### src/rtl/adder_key_loader_32.sv
// -----------------------------------------------------------------------------
// adder_key_loader_32
//
// Front/back-end wrapper around the 32-bit locked carry-lookahead adder.
// A 64-bit unlock key is shifted in serially (LSB first) into a shadow
// register. The adder's key input changes only when a complete key has
// arrived, so the adder never sees a partial key. Operands are registered
// into the adder through a valid/ready handshake (stage 1). The adder's
// combinational result is captured into a backpressured output register
// (stage 2).
//
// Ports:
//   clk_i         clock, rising edge
//   rst_i         synchronous active-high reset
//   key_start_i   request a (re)load of the key
//   key_bit_i     serial key bit, LSB first
//   key_valid_i   key_bit_i is valid this cycle
//   key_loaded_o  key register holds a complete key
//   keyinput_o    key presented to the adder
//   op_valid_i    operand pair valid
//   op_ready_o    block accepts an operand pair (combinational)
//   add1_in_i     operand A
//   add2_in_i     operand B
//   add1_o        registered operand A to the adder
//   add2_o        registered operand B to the adder
//   result_i      adder result (carry-out in bit DATA_WIDTH)
//   sum_valid_o   sum_o holds a result
//   sum_ready_i   consumer takes sum_o
//   sum_o         captured result
// -----------------------------------------------------------------------------
module adder_key_loader_32 #(
  parameter int KEY_WIDTH  = 64,
  parameter int DATA_WIDTH = 32
) (
  input  logic                  clk_i,
  input  logic                  rst_i,
  input  logic                  key_start_i,
  input  logic                  key_bit_i,
  input  logic                  key_valid_i,
  output logic                  key_loaded_o,
  output logic [KEY_WIDTH-1:0]  keyinput_o,
  input  logic                  op_valid_i,
  output logic                  op_ready_o,
  input  logic [DATA_WIDTH-1:0] add1_in_i,
  input  logic [DATA_WIDTH-1:0] add2_in_i,
  output logic [DATA_WIDTH-1:0] add1_o,
  output logic [DATA_WIDTH-1:0] add2_o,
  input  logic [DATA_WIDTH:0]   result_i,
  output logic                  sum_valid_o,
  input  logic                  sum_ready_i,
  output logic [DATA_WIDTH:0]   sum_o
);

  localparam int CNT_W = (KEY_WIDTH > 1) ? $clog2(KEY_WIDTH) : 1;
  localparam logic [CNT_W-1:0] LAST_IDX = CNT_W'(KEY_WIDTH - 1);

  typedef enum logic [1:0] {
    IDLE  = 2'd0,
    LOAD  = 2'd1,
    DRAIN = 2'd2,
    ARMED = 2'd3
  } state_t;

  state_t                 state_q;
  state_t                 state_d;
  logic [CNT_W-1:0]       bit_cnt_q;
  logic [KEY_WIDTH-1:0]   shadow_q;
  logic [KEY_WIDTH-1:0]   key_full;
  logic                   s1_valid_q;

  logic s2_free;
  logic bit_accept;
  logic last_bit;
  logic pipe_empty;
  logic op_accept;
  logic s1_to_s2;

  // Stage 2 can take a new value if it is empty or is being emptied now.
  // A restart request in LOAD outranks a bit arriving in the same cycle.
  assign s2_free    = !sum_valid_o || sum_ready_i;
  assign bit_accept = (state_q == LOAD) && key_valid_i && !key_start_i;
  assign last_bit   = bit_accept && (bit_cnt_q == LAST_IDX);
  assign pipe_empty = !s1_valid_q && !sum_valid_o;
  assign op_accept  = op_valid_i && op_ready_o;
  assign s1_to_s2   = s1_valid_q && s2_free;

  // The completed key is the shadow word with the final (top) bit merged in
  // from the serial input, so the key is published on the same edge that
  // accepts its last bit.
  always_comb begin
    key_full                = shadow_q;
    key_full[KEY_WIDTH-1]   = key_bit_i;
  end

  // State register for the key-management FSM.
  always_ff @(posedge clk_i) begin
    if (rst_i) begin
      state_q <= IDLE;
    end else begin
      state_q <= state_d;
    end
  end

  // Next-state logic. A reload request from ARMED first drains the pipeline
  // so in-flight operands finish under the key they were issued with; extra
  // start requests during DRAIN are simply ignored.
  always_comb begin
    state_d = state_q;
    case (state_q)
      IDLE:    if (key_start_i) state_d = LOAD;
      LOAD:    if (last_bit)    state_d = ARMED;
      ARMED:   if (key_start_i) state_d = DRAIN;
      DRAIN:   if (pipe_empty)  state_d = LOAD;
      default:                  state_d = IDLE;
    endcase
  end

  // Operand ready only exists while armed: stage 1 must be empty or about
  // to move into stage 2.
  always_comb begin
    op_ready_o = 1'b0;
    if (state_q == ARMED) begin
      op_ready_o = !s1_valid_q || s2_free;
    end
  end

  // Key shift register, bit counter and the published key. The published
  // key is only written when a full key has been collected; otherwise it
  // keeps the previous complete key.
  always_ff @(posedge clk_i) begin
    if (rst_i) begin
      bit_cnt_q    <= '0;
      shadow_q     <= '0;
      keyinput_o   <= '0;
      key_loaded_o <= 1'b0;
    end else begin
      case (state_q)
        IDLE: begin
          if (key_start_i) begin
            bit_cnt_q <= '0;
            shadow_q  <= '0;
          end
        end
        LOAD: begin
          if (key_start_i) begin
            bit_cnt_q <= '0;
            shadow_q  <= '0;
          end else if (key_valid_i) begin
            shadow_q[bit_cnt_q] <= key_bit_i;
            if (bit_cnt_q == LAST_IDX) begin
              keyinput_o   <= key_full;
              key_loaded_o <= 1'b1;
              bit_cnt_q    <= '0;
            end else begin
              bit_cnt_q <= bit_cnt_q + 1'b1;
            end
          end
        end
        DRAIN: begin
          if (pipe_empty) begin
            key_loaded_o <= 1'b0;
            shadow_q     <= '0;
            bit_cnt_q    <= '0;
          end
        end
        default: begin
        end
      endcase
    end
  end

  // Two-stage operand/result pipeline. Stage 1 holds the operands driving
  // the adder; stage 2 captures the adder's result. Stage 1 moves forward
  // whenever stage 2 is free, which lets DRAIN finish in-flight work even
  // though no new operands are accepted.
  always_ff @(posedge clk_i) begin
    if (rst_i) begin
      add1_o      <= '0;
      add2_o      <= '0;
      s1_valid_q  <= 1'b0;
      sum_valid_o <= 1'b0;
      sum_o       <= '0;
    end else begin
      if (op_accept) begin
        add1_o <= add1_in_i;
        add2_o <= add2_in_i;
      end

      if (op_accept) begin
        s1_valid_q <= 1'b1;
      end else if (s1_to_s2) begin
        s1_valid_q <= 1'b0;
      end

      if (s1_to_s2) begin
        sum_o       <= result_i;
        sum_valid_o <= 1'b1;
      end else if (sum_ready_i) begin
        sum_valid_o <= 1'b0;
      end
    end
  end

endmodule

### config.mk
export PLATFORM = sky130hd
export DESIGN_NAME = adder_key_loader_32
export DESIGN_NICKNAME = d
export VERILOG_FILES = /design/src/rtl/adder_key_loader_32.sv
export SDC_FILE = /design/constraint.sdc
export NUM_CORES = 1
export LEC_CHECK = 0
export ABC_AREA = 1
export CAP_MARGIN = 20
export CORE_MARGIN = 5
export CORE_UTILIZATION = 60
export CTS_BUF_LIST = sky130_fd_sc_hd__clkbuf_16
export DETAILED_ROUTE_END_ITERATION = 8
export DONT_BUFFER_PORTS = 1
export PLACE_DENSITY = 0.86
export SLEW_MARGIN = 20
export SYNTH_ARGS = -nofsm -noshare
export SYNTH_HDL_FRONTEND = slang
export SYNTH_SLANG_ARGS = --single-unit
### constraint.sdc
create_clock -name clk_i -period 4.38 [get_ports clk_i]
set_input_delay 0.438 -clock clk_i [delete_from_list [all_inputs] [get_ports clk_i]]
set_output_delay 0.438 -clock clk_i [all_outputs]
set_load 0.005 [all_outputs]
# Word level (Yosys, flattened, before mapping)

Index checks and enable logic that the tools add are counted.

Input port bits: 104
Output and inout port bits: 164
Register bits after elaboration: 236

Eq/ne operators: 12
Add/subtract/negate cells: 1
Order comparisons: 2
Reductions and logical operators: 21
Multiplexer cells: 29
Bitwise gates (word level): 1

Operators by type and width:

| cell                                                 | count |
|---|---|
| two-way mux 64 bit                                   | 4 |
| case mux 64 bit (3 select lines)                     | 1 |
| bitwise mux 64 bit                                   | 1 |
| two-way mux 6 bit                                    | 5 |
| case mux 6 bit (3 select lines)                      | 1 |
| inequality test 2 bit (second input constant)        | 6 |
| AND reduction 4 bit                                  | 3 |
| two-way mux 1 bit                                    | 10 |
| two-way mux 2 bit                                    | 4 |
| case mux 2 bit (4 select lines)                      | 1 |
| logical AND 1 bit                                    | 7 |
| < comparator 6 x 7 -> 1 bit (second input constant)  | 1 |
| adder 6 x 1 -> 6 bit (second input constant)         | 1 |
| demux 1 bit (select 6 bit)                           | 1 |
| == test 6 bit (second input constant)                | 1 |
| >= comparator 6 x 1 -> 1 bit (second input constant) | 1 |
| nonzero test 2 bit                                   | 3 |
| AND reduction 5 bit                                  | 1 |
| == test 2 bit (second input constant)                | 2 |
| logical NOT 1 bit                                    | 3 |
| inequality test 3 bit (second input constant)        | 1 |
| nonzero test 3 bit                                   | 1 |
| == test 2 x 1 -> 1 bit (second input constant)       | 1 |
| logical NOT 2 bit                                    | 1 |
| other kinds (4)                                      | 5 |

# Logic depth before layout (Yosys ltp)

Word-level depth: 8
Mapped depth: 10
Gate-level depth less buffers: 9

# Least setup slack after synthesis

OpenSTA, ideal clock, no wires.

Path kind: register -> register
Start: register bit_cnt_q[1]
End: register keyinput_o[20]
Data required time: 4.315 ns
Arrival time: 1.454 ns
Library setup time: 0.065 ns
Stages on the path, launching flop included: 10
Slack: 2.861 ns
Cells stage by stage: dfxtp_1 ha_1 inv_1 nor2_2 nand2_1 nor3_2 buf_4 buf_6 nor2_1 nor2_1

Word-level cells in the longest chain between the ends: 2

Ends and longest elaborated chain:

| item                          | RTL line | text |
|---|---|---|
| start: declaration            | 66       | `logic [CNT_W-1:0] bit_cnt_q;` |
| start signal: assignment      | 155      | `bit_cnt_q <= bit_cnt_q + 1'b1;` |
| == test 6 bit                 | 150      | `if (bit_cnt_q == LAST_IDX) begin` |
| AND reduction 4 bit (no line) | --       |  |
| end signal: assignment        | 151      | `keyinput_o <= key_full;` |
| end: declaration              | 41       | `output logic [KEY_WIDTH-1:0] keyinput_o,` |

No other way between the ends.
A chain may end at the register's enable or synchronous reset.

# Worst setup path after layout

Start: register state_q[1]
End: register bit_cnt_q[3]

Word-level cells in the longest chain between the ends: 3
Elaborated cells on any way between the ends: 9
Those cells by class: 5 x eq/ne; 1 x mux; 3 x reduce/logical

Ends and longest elaborated chain:

| item                                                    | RTL line | text |
|---|---|---|
| start: declaration                                      | 64       | `state_t state_q;` |
| start signal: assignment                                | 100      | `state_q <= state_d;` |
| == test 2 x 1 -> 1 bit (tied with other cells)          | 137      | `case (state_q)` |
| inequality test 3 bit (no line) (tied with other cells) | --       |  |
| AND reduction 4 bit (no line)                           | --       |  |

Several ways; a longest one is shown, not always the timed one.

==> summary.txt <==
Status
  – Status: finished, final reports clean

STA
  – Fin crit share: 52.2%
  – Fin. max-slew vios: 0
  – Worst-margin pin slew: 0.946 ns
  – Slack of the critical path: 2.09 ns
  – Max-Slew Margin vs Limit: 36.8%
  – RSZ-0062 raised after global routing: no
  – Hold Fails Final Rpt: 0
  – Worst Skew: 0.00766 ns
  – Final Critical Period: 2.29 ns
  – Final setup violation count: 0
  – Fmax achieved: 0.438 GHz
  – Final TNS setup: 0 ns

Pwr
  – Leakage: 3.64 nW
  – PD cells: 436 nW/µm²
  – P_sw: 0.000929 W
  – Sw Ratio: 21.2%
  – Seq pwr share: 48.9%
  – Cell Int Power: 0.00345 W
  – Total power: 0.00438 W
  – Combinational Power Share: 3.2%
  – Clock power share: 47.8%
  – Peak supply drop: 0.268 mV

Drt
  – Final ANT Viol Nets: 0
  – DRC: 0
  – Drt wl/cell: 17.3 µm
  – Starting DRT DRC Count: 963
  – Routed wire length: 25000 µm
  – Routed vias/inst: 5.76
  – DRT Pass-1 Iters: 7
  – Vias: 8327

Floorplan
  – Die H: 135 µm
  – Die Area: 18200 µm²
  – Core footprint: 15300 µm²
  – Ports: 268
  – Die X: 135 µm
  – # rows: 45
  – Starting Density: 61.2%

Critical path
  – Reg2reg setup slack: 2.09 ns
  – Critical Path RT: 4.79 ns
  – CP endpoint kind: flip-flop
  – WS Path Type: reg -> reg
  – CP Max Fanout: 36
  – Startpoint Class: flip-flop
  – Critical path data arrival time: 2.69 ns
  – Crit path top cell by count: nand2_1
  – Max incr delay on CP: 0.63 ns
  – Bufs and invs on worst path: 2
  – Cell breakdown of the critical path: inv_1 > nand3_1 > nand2_1 > nor2_4 > buf_4 > o21ai_0 > nand2_1 > nor2_1
  – Slowest cell on crit path: nor2_4
  – Delay-heaviest family, CP: simple AND/OR/NAND/NOR gates

Finish
  – Filler cells: 1309
  – Inserted Diodes: 0
  – Share of cells above drive strength 1: 4.86%
  – Multi-input gate area: 4030 µm²
  – Post-Layout Cell Count: 1445
  – P&R area growth vs syn: 7.51%
  – Final nets: 1321
  – Sequential cell area: 4700 µm²

CTS
  – Clock sink count: 235
  – Worst-path clk slew: 0.06 ns
  – CTS H-tree lvls: 1
  – TritonCTS buffer count: 24
  – CTS resizes: 0
  – Worst-skew pair later-pin latency: 0.51 ns
  – Longest Clk Path Bufs: 3
  – Post-CTS Setup Bufs: 0
  – CTS tree: done
  – Clock Root Buffer: clkbuf_16

Yosys
  – Count leader, synth: nand2_1
  – Sequential area share after synthesis: 50.4%
  – Average size of a mapped cell: 7.30 µm²
  – Synth top area cells: dfxtp_1, nand2_1, nor2_1, a21oi_1, o21ai_0
  – Yosys warnings: 0
  – Top_reg_cell synth: dfxtp_1
  – Post-synth cell types: 23
  – Synthesized cell area: 9330 µm²
  – Commonest cells in the netlist: nand2_1, dfxtp_1, nor2_1
  – Yosys top cell area share: 50.4%
  – Flops & latches, synth: 235
  – Number of enable flip-flop cells after synthesis: 0
  – Syn Nets: 1383
  – Leading area contributor after synthesis: dfxtp_1
  – Async SR Flop Fraction: 0%
  – Post-Synthesis Cells: 1278

Global route
  – GRT Overall Usage: 26.2%
  – Wire length of the first global-routing pass: 39600 µm
  – Initial antenna violation count: 0
  – Total congestion overflow: 0
  – Largest net degree at the start of global routing: 104
  – Vias in the first global route: 7879

Placed design
  – DP Worst Slack: 2.07 ns
  – Dpl cells: 1399
  – Port bufs: 0
  – Detailed Place HPWL: 16500 µm
  – Final Wtd Congestion: 0.922

Hold path
  – Hold WC Path Type: in -> reg

Job
  – Total of max-cap violations: 0
==> layout make-up <==
type | count | area share, %
sequential | 235 | 46.9
multi-input combinational | 908 | 40.2
clock buffer | 25 | 6.23
tap | 211 | 2.63
clock inverter | 19 | 1.96
inverter | 38 | 1.42
timing repair buffer | 9 | 0.673
==> worst paths after layout <==
path,startpoint,to,cells after the start
worst max-delay path,state_q[1],bit_cnt_q[3],8
worst min-delay path,rst_i,add1_o[27],1
worst max register to register,state_q[1],bit_cnt_q[3],8
worst min register to register,shadow_q[60],shadow_q[60],2
==> layout by cell type (no fill, tap or decap), types with 7 or more instances in the layout <==
master / instances
a21oi_1: 134
o21ai_1: 40
nand3_1: 19
clkbuf_16: 25
nand4_1: 63
nor2_1: 209
buf_4: 7
o21ai_0: 114
inv_1: 37
dfxtp_1: 235
nand2_1: 318
==> timing repair <==
item	4_1_cts	5_1_grt
hold buffers	1	1
endpoints found under the setup margin	0	0
endpoints found under the hold margin	31	3
==> worst reg2reg max path, stage by stage (launching register included) <==
cell and delay [ns]:
dfxtp_1 0.43, inv_1 0.12, nand3_1 0.12, nand2_1 0.11
nor2_4 0.63, buf_4 0.49, o21ai_0 0.18, nand2_1 0.08
nor2_1 0.04
==> logic make-up (layout without fill, tap and decap cells) <==
kind of cell,count (synthesis),count (layout),share of synthesized area (%)
AO/OA/AOI/OAI,288,288,15.4
buffers and inverters,135,91,6.64
AND/OR/NAND/NOR,619,619,27.4
adder cells (fa/ha/maj),1,1,0.134
flip-flops,235,235,50.4
==> flip-flops by register name, summed over array words and instances (netlist names) <==
name	count
add1_o	32
add2_o	32
bit_cnt_q	6
key_loaded_o	1
keyinput_o	64
s1_valid_q	1
shadow_q	63
state_q	2
sum_o	33
sum_valid_o	1
==> metal layers <==
layer,GRT usage (%),vias up,routed length [µm]
met4,10.1,0,849
li1,-,4062,-
met5,0,-,0
met2,44.5,416,12400
met1,31.5,3782,9180
met3,7.49,67,2610
==> stage by stage <==
stage | utilization [%] | area [µm²] | hold WS [ns]
2_1_floorplan | - | 9330 | 0.436
3_3_place_gp | 60.2 | 9190 | 0.442
3_5_place_dp | 60.2 | 9190 | 0.446
4_1_cts | 65.7 | 10000 | 0.000580
5_1_grt | 65.8 | 10000 | 0.0000763
6_report | 65.8 | 10000 | 0.0178
==> power groups by stage <==
stage               sequential, W  combinational (W)  clock (W)
floorplan                 0.00219           0.000135          0
global placement          0.00219           0.000131          0
global route              0.00214           0.000159    0.00222
CTS                       0.00214           0.000139    0.00212
detailed placement        0.00219           0.000132          0
finish                    0.00214           0.000142    0.00209
Power figures use the tool's default switching activity.
